$ cat config.mk
export PLATFORM = sky130hd
export DESIGN_NAME = fft_in_packer_flat
export DESIGN_NICKNAME = d
export VERILOG_FILES = /design/src/rtl/fft_in_packer_pkg.sv /design/src/rtl/fft_in_packer_if.sv /design/src/rtl/fft_in_packer.sv /design/src/flat_wrapper.sv
export SDC_FILE = /design/constraint.sdc
export NUM_CORES = 1
export LEC_CHECK = 0
export CAP_MARGIN = 15
export CORE_ASPECT_RATIO = 1.75
export CORE_MARGIN = 4
export CORE_UTILIZATION = 55
export DETAILED_ROUTE_END_ITERATION = 8
export PLACE_DENSITY = 0.87
export SETUP_SLACK_MARGIN = 0.3
export SLEW_MARGIN = 5
export SYNTH_ARGS = -nofsm -noshare
export SYNTH_HDL_FRONTEND = slang
export SYNTH_SLANG_ARGS = --single-unit
export TNS_END_PERCENT = 30
$ cat constraint.sdc
create_clock -name clk -period 6.2 [get_ports clk]
set_clock_uncertainty 0.05 [all_clocks]
set_input_delay 1.24 -clock clk [delete_from_list [all_inputs] [get_ports clk]]
set_output_delay 1.24 -clock clk [all_outputs]
set_load 0.02 [all_outputs]
$ cat src/rtl/fft_in_packer_pkg.sv
// Shared constants and types for the FFT input packer.
// Sample width, lane count and frame geometry live here.
package fft_pkg;

  localparam int DATA_W    = 11;
  localparam int LANES     = 16;
  localparam int FRAME_LEN = 512;
  localparam int BEATS     = FRAME_LEN / LANES;
  localparam int CNT_W     = $clog2(FRAME_LEN);
  localparam int LANE_W    = $clog2(LANES);

  typedef logic signed [DATA_W-1:0] sample_t;

  typedef enum logic {
    IDLE,
    FILL
  } state_t;

endpackage

$ cat src/rtl/fft_in_packer_if.sv
// Sample stream in, 16-lane beat out.
// slave is the packer's view, master the producer/consumer view.
interface fft_in_packer_if;
  import fft_pkg::*;

  logic    sin_valid;
  logic    sin_sof;
  sample_t sin_i;
  sample_t sin_q;

  logic    dout_valid;
  logic    dout_sof;
  logic    dout_eof;
  logic    sync_err;
  sample_t dout_i [LANES];
  sample_t dout_q [LANES];

  modport slave (
    input  sin_valid, sin_sof,
    input  sin_i, sin_q,
    output dout_valid, dout_sof,
    output dout_eof, sync_err,
    output dout_i, dout_q
  );

  modport master (
    output sin_valid, sin_sof,
    output sin_i, sin_q,
    input  dout_valid, dout_sof,
    input  dout_eof, sync_err,
    input  dout_i, dout_q
  );

endinterface

$ cat src/rtl/fft_in_packer.sv
// Packs serial complex samples into 16-lane beats,
// aligned to 512-sample frames by the sof marker.
module fft_in_packer
  import fft_pkg::*;
(
  input  logic            clk,
  input  logic            rstn,
  fft_in_packer_if.slave  bus
);

  state_t           state_q, state_d;
  logic [CNT_W-1:0] cnt_q, cnt_d;

  sample_t fill_i_q [LANES];
  sample_t fill_i_d [LANES];
  sample_t fill_q_q [LANES];
  sample_t fill_q_d [LANES];
  sample_t out_i_q  [LANES];
  sample_t out_i_d  [LANES];
  sample_t out_q_q  [LANES];
  sample_t out_q_d  [LANES];

  logic vld_q, vld_d;
  logic sof_q, sof_d;
  logic eof_q, eof_d;
  logic err_q, err_d;

  logic [LANE_W-1:0] lane;
  logic              last_lane;
  logic              last_beat;
  logic              first_beat;

  assign lane       = cnt_q[LANE_W-1:0];
  assign last_lane  = lane == LANE_W'(LANES-1);
  assign last_beat  = cnt_q == CNT_W'(FRAME_LEN-1);
  assign first_beat = cnt_q[CNT_W-1:LANE_W] == '0;

  always_comb begin
    state_d  = state_q;
    cnt_d    = cnt_q;
    fill_i_d = fill_i_q;
    fill_q_d = fill_q_q;
    out_i_d  = out_i_q;
    out_q_d  = out_q_q;
    vld_d    = 1'b0;
    sof_d    = 1'b0;
    eof_d    = 1'b0;
    err_d    = 1'b0;
    unique case (state_q)
      IDLE: begin
        if (bus.sin_valid && bus.sin_sof) begin
          fill_i_d[0] = bus.sin_i;
          fill_q_d[0] = bus.sin_q;
          cnt_d       = CNT_W'(1);
          state_d     = FILL;
        end
      end
      FILL: begin
        if (bus.sin_valid) begin
          if (bus.sin_sof && cnt_q != '0) begin
            // Resync: abandon the partial frame, sof becomes lane 0
            err_d       = 1'b1;
            fill_i_d[0] = bus.sin_i;
            fill_q_d[0] = bus.sin_q;
            cnt_d       = CNT_W'(1);
          end else begin
            fill_i_d[lane] = bus.sin_i;
            fill_q_d[lane] = bus.sin_q;
            cnt_d          = cnt_q + CNT_W'(1);
            if (last_lane) begin
              out_i_d = fill_i_d;
              out_q_d = fill_q_d;
              vld_d   = 1'b1;
              sof_d   = first_beat;
              eof_d   = last_beat;
              if (last_beat) begin
                state_d = IDLE;
                cnt_d   = '0;
              end
            end
          end
        end
      end
      default: state_d = IDLE;
    endcase
  end

  always_ff @(posedge clk) begin
    if (!rstn) begin
      state_q  <= IDLE;
      cnt_q    <= '0;
      fill_i_q <= '{default: '0};
      fill_q_q <= '{default: '0};
      out_i_q  <= '{default: '0};
      out_q_q  <= '{default: '0};
      vld_q    <= 1'b0;
      sof_q    <= 1'b0;
      eof_q    <= 1'b0;
      err_q    <= 1'b0;
    end else begin
      state_q  <= state_d;
      cnt_q    <= cnt_d;
      fill_i_q <= fill_i_d;
      fill_q_q <= fill_q_d;
      out_i_q  <= out_i_d;
      out_q_q  <= out_q_d;
      vld_q    <= vld_d;
      sof_q    <= sof_d;
      eof_q    <= eof_d;
      err_q    <= err_d;
    end
  end

  assign bus.dout_valid = vld_q;
  assign bus.dout_sof   = sof_q;
  assign bus.dout_eof   = eof_q;
  assign bus.sync_err   = err_q;
  assign bus.dout_i     = out_i_q;
  assign bus.dout_q     = out_q_q;

endmodule

$ cat src/flat_wrapper.sv
// flat-port wrapper written by rule: the top's interface ports become plain ports
module fft_in_packer_flat import fft_pkg::*;
  (clk, rstn, bus_sin_valid, bus_sin_sof, bus_sin_i, bus_sin_q, bus_dout_valid, bus_dout_sof, bus_dout_eof, bus_sync_err, bus_dout_i, bus_dout_q);
  fft_in_packer_if bus_i ();
  input  logic clk;
  input  logic rstn;
  input wire logic [$bits(bus_i.sin_valid)-1:0] bus_sin_valid;
  input wire logic [$bits(bus_i.sin_sof)-1:0] bus_sin_sof;
  input wire logic [$bits(bus_i.sin_i)-1:0] bus_sin_i;
  input wire logic [$bits(bus_i.sin_q)-1:0] bus_sin_q;
  output wire logic [$bits(bus_i.dout_valid)-1:0] bus_dout_valid;
  output wire logic [$bits(bus_i.dout_sof)-1:0] bus_dout_sof;
  output wire logic [$bits(bus_i.dout_eof)-1:0] bus_dout_eof;
  output wire logic [$bits(bus_i.sync_err)-1:0] bus_sync_err;
  output wire logic [$bits(bus_i.dout_i)-1:0] bus_dout_i;
  output wire logic [$bits(bus_i.dout_q)-1:0] bus_dout_q;
  assign bus_i.sin_valid = bus_sin_valid;
  assign bus_i.sin_sof = bus_sin_sof;
  assign bus_i.sin_i = bus_sin_i;
  assign bus_i.sin_q = bus_sin_q;
  assign bus_dout_valid = bus_i.dout_valid;
  assign bus_dout_sof = bus_i.dout_sof;
  assign bus_dout_eof = bus_i.dout_eof;
  assign bus_sync_err = bus_i.sync_err;
  assign bus_dout_i = {>>{bus_i.dout_i}};
  assign bus_dout_q = {>>{bus_i.dout_q}};
  fft_in_packer u_core (.clk(clk), .rstn(rstn), .bus(bus_i));
endmodule
After elaboration in Yosys (flattened, before gate mapping)

Cells that the tools add are included.

Order comparisons: 2
Reduce and logical (&&, ||, !) cells: 11
Bitwise logic cells: 6
Multiplexer cells: 28
Equality and inequality tests: 4
Div/mod/pow operators: 0
Add/subtract/negate cells: 1
Shifts and indexed selects: 0
Multiply operators: 0

Operator list:

| kind                  | count |
|---|---|
| $bwmux W176           | 2 |
| $mux W176             | 2 |
| $mux W165             | 2 |
| $mux W11              | 5 |
| $mux W9               | 5 |
| $demux W11 S4         | 1 |
| $pmux W11 S2          | 2 |
| $pmux W9 S2           | 1 |
| $add A9 B1 Y9 const B | 1 |
| $eq A9 B9 Y1 const B  | 1 |
| $reduce_bool A9 Y1    | 1 |
| $mux W1               | 7 |
| $reduce_and A3 Y1     | 2 |
| $ge A5 B5 Y1 const B  | 1 |
| $logic_not A5 Y1      | 1 |
| $lt A5 B1 Y1 const B  | 1 |
| $not A1 Y1            | 5 |
| $not A4 Y5            | 1 |
| $reduce_or A5 Y1      | 1 |
| $eq A4 B4 Y1 const B  | 1 |
| $reduce_and A4 Y1     | 1 |
| $reduce_or A4 Y1      | 1 |
| $logic_and A1 B1 Y1   | 3 |
| $ne A2 B1 Y1 const B  | 1 |
| 3 further kinds       | 3 |

Register bits after elaboration: 718
Memory bits (writable): 0
Memory bits (read-only): 0
Latch bits: 0
Output and inout port bits: 356
Memories kept: 0
Input port bits: 26

Longest topological paths before layout

Word-level depth: 9
Depth in mapped cells: 9
Depth with buffers taken out: 8

Worst setup path before layout

OpenSTA, ideal clock, no wires.

Path kind: input -> register
Start: input port bus_sin_valid
End: register u_core.fill_i_q[22] in the netlist's numbering
Cell stages on the path: 6
Arrival time: 2.626 ns
Setup slack: 3.391 ns
Required time: 6.018 ns
Setup time: 0.132 ns
Cell sequence: and2_1 -> buf_1 -> buf_2 -> nand3b_1 -> buf_2 -> mux2i_1

Cells in the longest elaborated chain, start to end: 1

Ends and longest elaborated chain:

| item                        | line                 | source |
|---|---|---|
| start: declaration          | flat_wrapper.sv:7    | `input wire logic [$bits(bus_i.sin_valid)-1:0] bus_sin_valid;` |
| $reduce_and A3 Y1 (no line) | n/a                  |  |
| end signal: assignment      | fft_in_packer.sv:103 | `fill_i_q <= fill_i_d;` |
| end: declaration            | fft_in_packer.sv:14  | `sample_t fill_i_q [LANES];` |

Every way passes these cells.
A chain may end at the register's enable or synchronous reset.

Final worst setup path

Start: register u_core.cnt_q[0]
End: register u_core.fill_i_q[70] in the netlist's numbering

Cells in the longest elaborated chain, start to end: 6

Ends and longest elaborated chain:

| item                                                               | line                 | source |
|---|---|---|
| start: declaration                                                 | fft_in_packer.sv:12  | `logic [CNT_W-1:0] cnt_q, cnt_d;` |
| start signal: assignment                                           | fft_in_packer.sv:102 | `cnt_q <= cnt_d;` |
| $not A4 Y5 (implied by the code)                                   | fft_in_packer.sv:67  | `fill_i_d[lane] = bus.sin_i;` |
| $ge A5 B5 Y1 (implied by the code) or $lt A5 B1 Y1 (tied branches) | fft_in_packer.sv:67  |  |
| $logic_and A1 B1 Y1 (implied by the code)                          | fft_in_packer.sv:67  |  |
| $mux W11 (implied by the code)                                     | fft_in_packer.sv:67  |  |
| $demux W11 S4                                                      | fft_in_packer.sv:67  |  |
| $bwmux W176                                                        | fft_in_packer.sv:67  |  |

Several ways; a longest one is shown, not always the timed one.

==> results.json <==
{
  "syn_nets": 2554,
  "worstSetupPathType": "flop to flop",
  "p_leak_nw": 14.1,
  "cp.required_ns": 6.61,
  "use_met1_pct": 35.7,
  "synth_cells": 2522,
  "yosys_most_used_dff": "dfxtp_1",
  "port_buffers": 381,
  "cts_hold_buf": 0,
  "grt_first_pass_wirelength_um": 127000,
  "vias_per_cell": 6.08,
  "layout-drive-gt1-share_pct": 5.57,
  "grt_use_total_pct": 30.6,
  "ys_ff_latch": 696,
  "grt_pass1_vias": 21200,
  "grt_use_met2_pct": 53.6,
  "crit_end": "u_core.fill_i_q[70]",
  "rr_worst_depth": 8,
  "finalSetupTns_ns": 0,
  "path_clk_slew_ns": 0.07,
  "start_kind": "flop",
  "drtIter0Drc": 1757,
  "cts.repair.resized": 0,
  "antenna_found_initial": 0,
  "grt_max_degree": 251,
  "critPathMaxFanout": 29,
  "dp_hpwl_um": 55000,
  "peakVddDrop_mv": 0.298,
  "tightestPinTransition_ns": 1.27,
  "rrSetupSlack_ns": 2.59,
  "root_buffer": "clkbuf_16",
  "outcome": "finished clean",
  "place_congestion": 0.901,
  "rows": 107,
  "netlist-cell-type-count": 46,
  "die_w_um": 175,
  "cts_tree": "built",
  "antenna_cells": 0,
  "reg2reg_to": "u_core.fill_i_q[70]",
  "insertion_delay_ns": 0.61,
  "post_drt_wl_per_cell_um": 24.5,
  "layout_commonest_cell": "dfxtp_1",
  "vias": 20900,
  "period_share_pct": 58.2,
  "cp.arrival_ns": 4.02,
  "r2r-start": "u_core.cnt_q[0]",
  "p_per_area_nw_per_um2": 259,
  "place_area_um2": 30600,
  "hold_viol": 0,
  "grt_overflow": 0,
  "ant_nets": 0,
  "final_max_slew_viol_count": 0,
  "dieArea_um2": 52600,
  "finalInstanceArea_um2": 32500,
  "syn_to_final_growth_pct": 20.8,
  "final_cell_mix": "dfxtp_1 (696), mux2i_1 (572), nand2_1 (453)",
  "max-slew-margin-rel_pct": 15.1,
  "async_flop_share_pct": 0,
  "synth_edf_count": 0,
  "cts.path.max_buffers": 3,
  "end_kind": "flop",
  "yosysTopAreaCell": "dfxtp_1",
  "cts.sinks": 696,
  "boundaryPins": 382,
  "die_h_um": 301,
  "syn_area_per_cell_um2": 10.7,
  "synth_area_um2": 26900,
  "drc": 0,
  "ys_seq_area_share_pct": 51.8,
  "wirelength_um": 84200,
  "htreeDepth": 2,
  "startpoint": "u_core.cnt_q[0]",
  "rsz0062_at_grt": "false",
  "finalNetCount": 2771,
  "use_met3_pct": 5.04,
  "fillCellCount": 3554,
  "drv_cap": 0,
  "synth_warnings": 0,
  "synth.area.top_cells": "dfxtp_1 (52%), mux2i_1 (21%), o2bb2ai_1 (11%), nand2_1 (6.4%), clkbuf_1 (2.8%)",
  "setup_viol_count_final": 0,
  "cts_setup_buffers": 0,
  "first_pass_iters": 6,
  "max_clock_freq_mhz": 277,
  "cts_inserted_buffers": 58,
  "coreArea_um2": 48600,
  "period_needed_ns": 3.61,
  "busiest_layer": "met2",
  "start_util_pct": 55.3,
  "synth_top_area_share_pct": 51.8,
  "hold_path_class": "flop to flop"
}
==> worst min-delay path by stage <==
stage	endpoint	slack (ns)	cells after the start	from
2_1_floorplan	u_core.fill_i_q[165]	0.38	2	u_core.fill_i_q[165]
3_3_place_gp	u_core.fill_i_q[170]	0.39	2	u_core.fill_i_q[170]
3_5_place_dp	u_core.fill_i_q[174]	0.39	2	u_core.fill_i_q[174]
4_1_cts	u_core.fill_i_q[167]	0.40	2	u_core.fill_i_q[167]
5_1_grt	u_core.fill_i_q[174]	0.41	2	u_core.fill_i_q[174]
6_report	u_core.fill_i_q[169]	0.40	2	u_core.fill_i_q[169]
==> flip-flops by register name, summed over array words and instances, names as in the netlist <==
| name | count |
|---|---|
| u_core.bus.dout_i | 176 |
| u_core.bus.dout_q | 176 |
| u_core.fill_i_q | 165 |
| u_core.cnt_q | 9 |
| u_core.bus.dout_eof | 1 |
| u_core.bus.dout_valid | 1 |
| u_core.bus.sync_err | 1 |
| u_core.state_q | 1 |
| u_core.fill_q_q | 165 |
| u_core.bus.dout_sof | 1 |
==> where the power goes <==
group          total, mW  leakage, nW  internal [mW]  switching [mW]
Combinational      0.336         7.60         0.0752           0.261
Sequential          4.49         5.61           4.48         0.00772
Clock               3.60        0.899           1.95            1.66
Total               8.43         14.1           6.50            1.92
==> layout make-up <==
class	count	area, um^2	share of cell area (%)
clock inverters	12	114	0.350
inverters	4	16.3	0.0501
repair buffers	426	4180	12.9
well taps	654	818	2.52
clock buffers	92	1720	5.30
multi-input cells	1553	11700	36.0
flip-flops and latches	696	13900	42.9
==> cell families (layout without fill, tap and decap cells) <==
| group | count (synthesis) | count (layout) | synth area share (%) |
|---|---|---|---|
| mux | 572 | 572 | 21.3 |
| buf+inv | 273 | 534 | 4.90 |
| compound gates | 464 | 464 | 13.7 |
| flops | 696 | 696 | 51.8 |
| simple gates | 511 | 511 | 7.98 |
| fa+ha+maj | 6 | 6 | 0.279 |
==> per-stage QoR <==
stage | setup WS, ns | util [%] | total power, mW | instances | hold WS [ns]
6_report | 2.59 | 66.8 | 8.43 | 3437 | 0.403
4_1_cts | 2.61 | 66.8 | 8.43 | 3436 | 0.403
3_3_place_gp | 2.12 | 63.1 | 4.91 | 3332 | 0.387
3_5_place_dp | 2.04 | 63.1 | 4.91 | 3332 | 0.395
5_1_grt | 2.40 | 66.8 | 8.63 | 3437 | 0.411
2_1_floorplan | 3.39 | - | 4.79 | 2522 | 0.381
==> cells in the mapped netlist, drive strengths merged (2+ instances only) <==
cell / n
dfxtp: 696
nor2b: 3
nor3b: 2
nand4: 10
buf: 69
a21oi: 92
mux2i: 572
o2bb2ai: 330
o211ai: 3
and4: 2
clkbuf: 200
and2: 8
a31oi: 5
nand2: 456
a22o: 22
a32oi: 2
nand3b: 2
ha: 6
nand3: 11
inv: 4
nor3: 3
and3: 5
a211oi: 2
o21ai: 2
nor2: 4
==> critical path, cell delays in order (launching register included) <==
cell and delay [ns]:
dfxtp_1 0.41, inv_1 0.15, ha_1 0.33, or3b_1 0.45, o31ai_4 0.23, buf_4 0.41, nand4_1 0.75, buf_4 0.50
mux2i_1 0.15
==> routing by layer <==
metal	vias to the layer above	wire [um]
met4	0	5110
met5	-	0
met1	10200	31600
met2	1035	41700
li1	9358	-
met3	268	5760
Note: power is estimated with default switching activity, not from simulation.
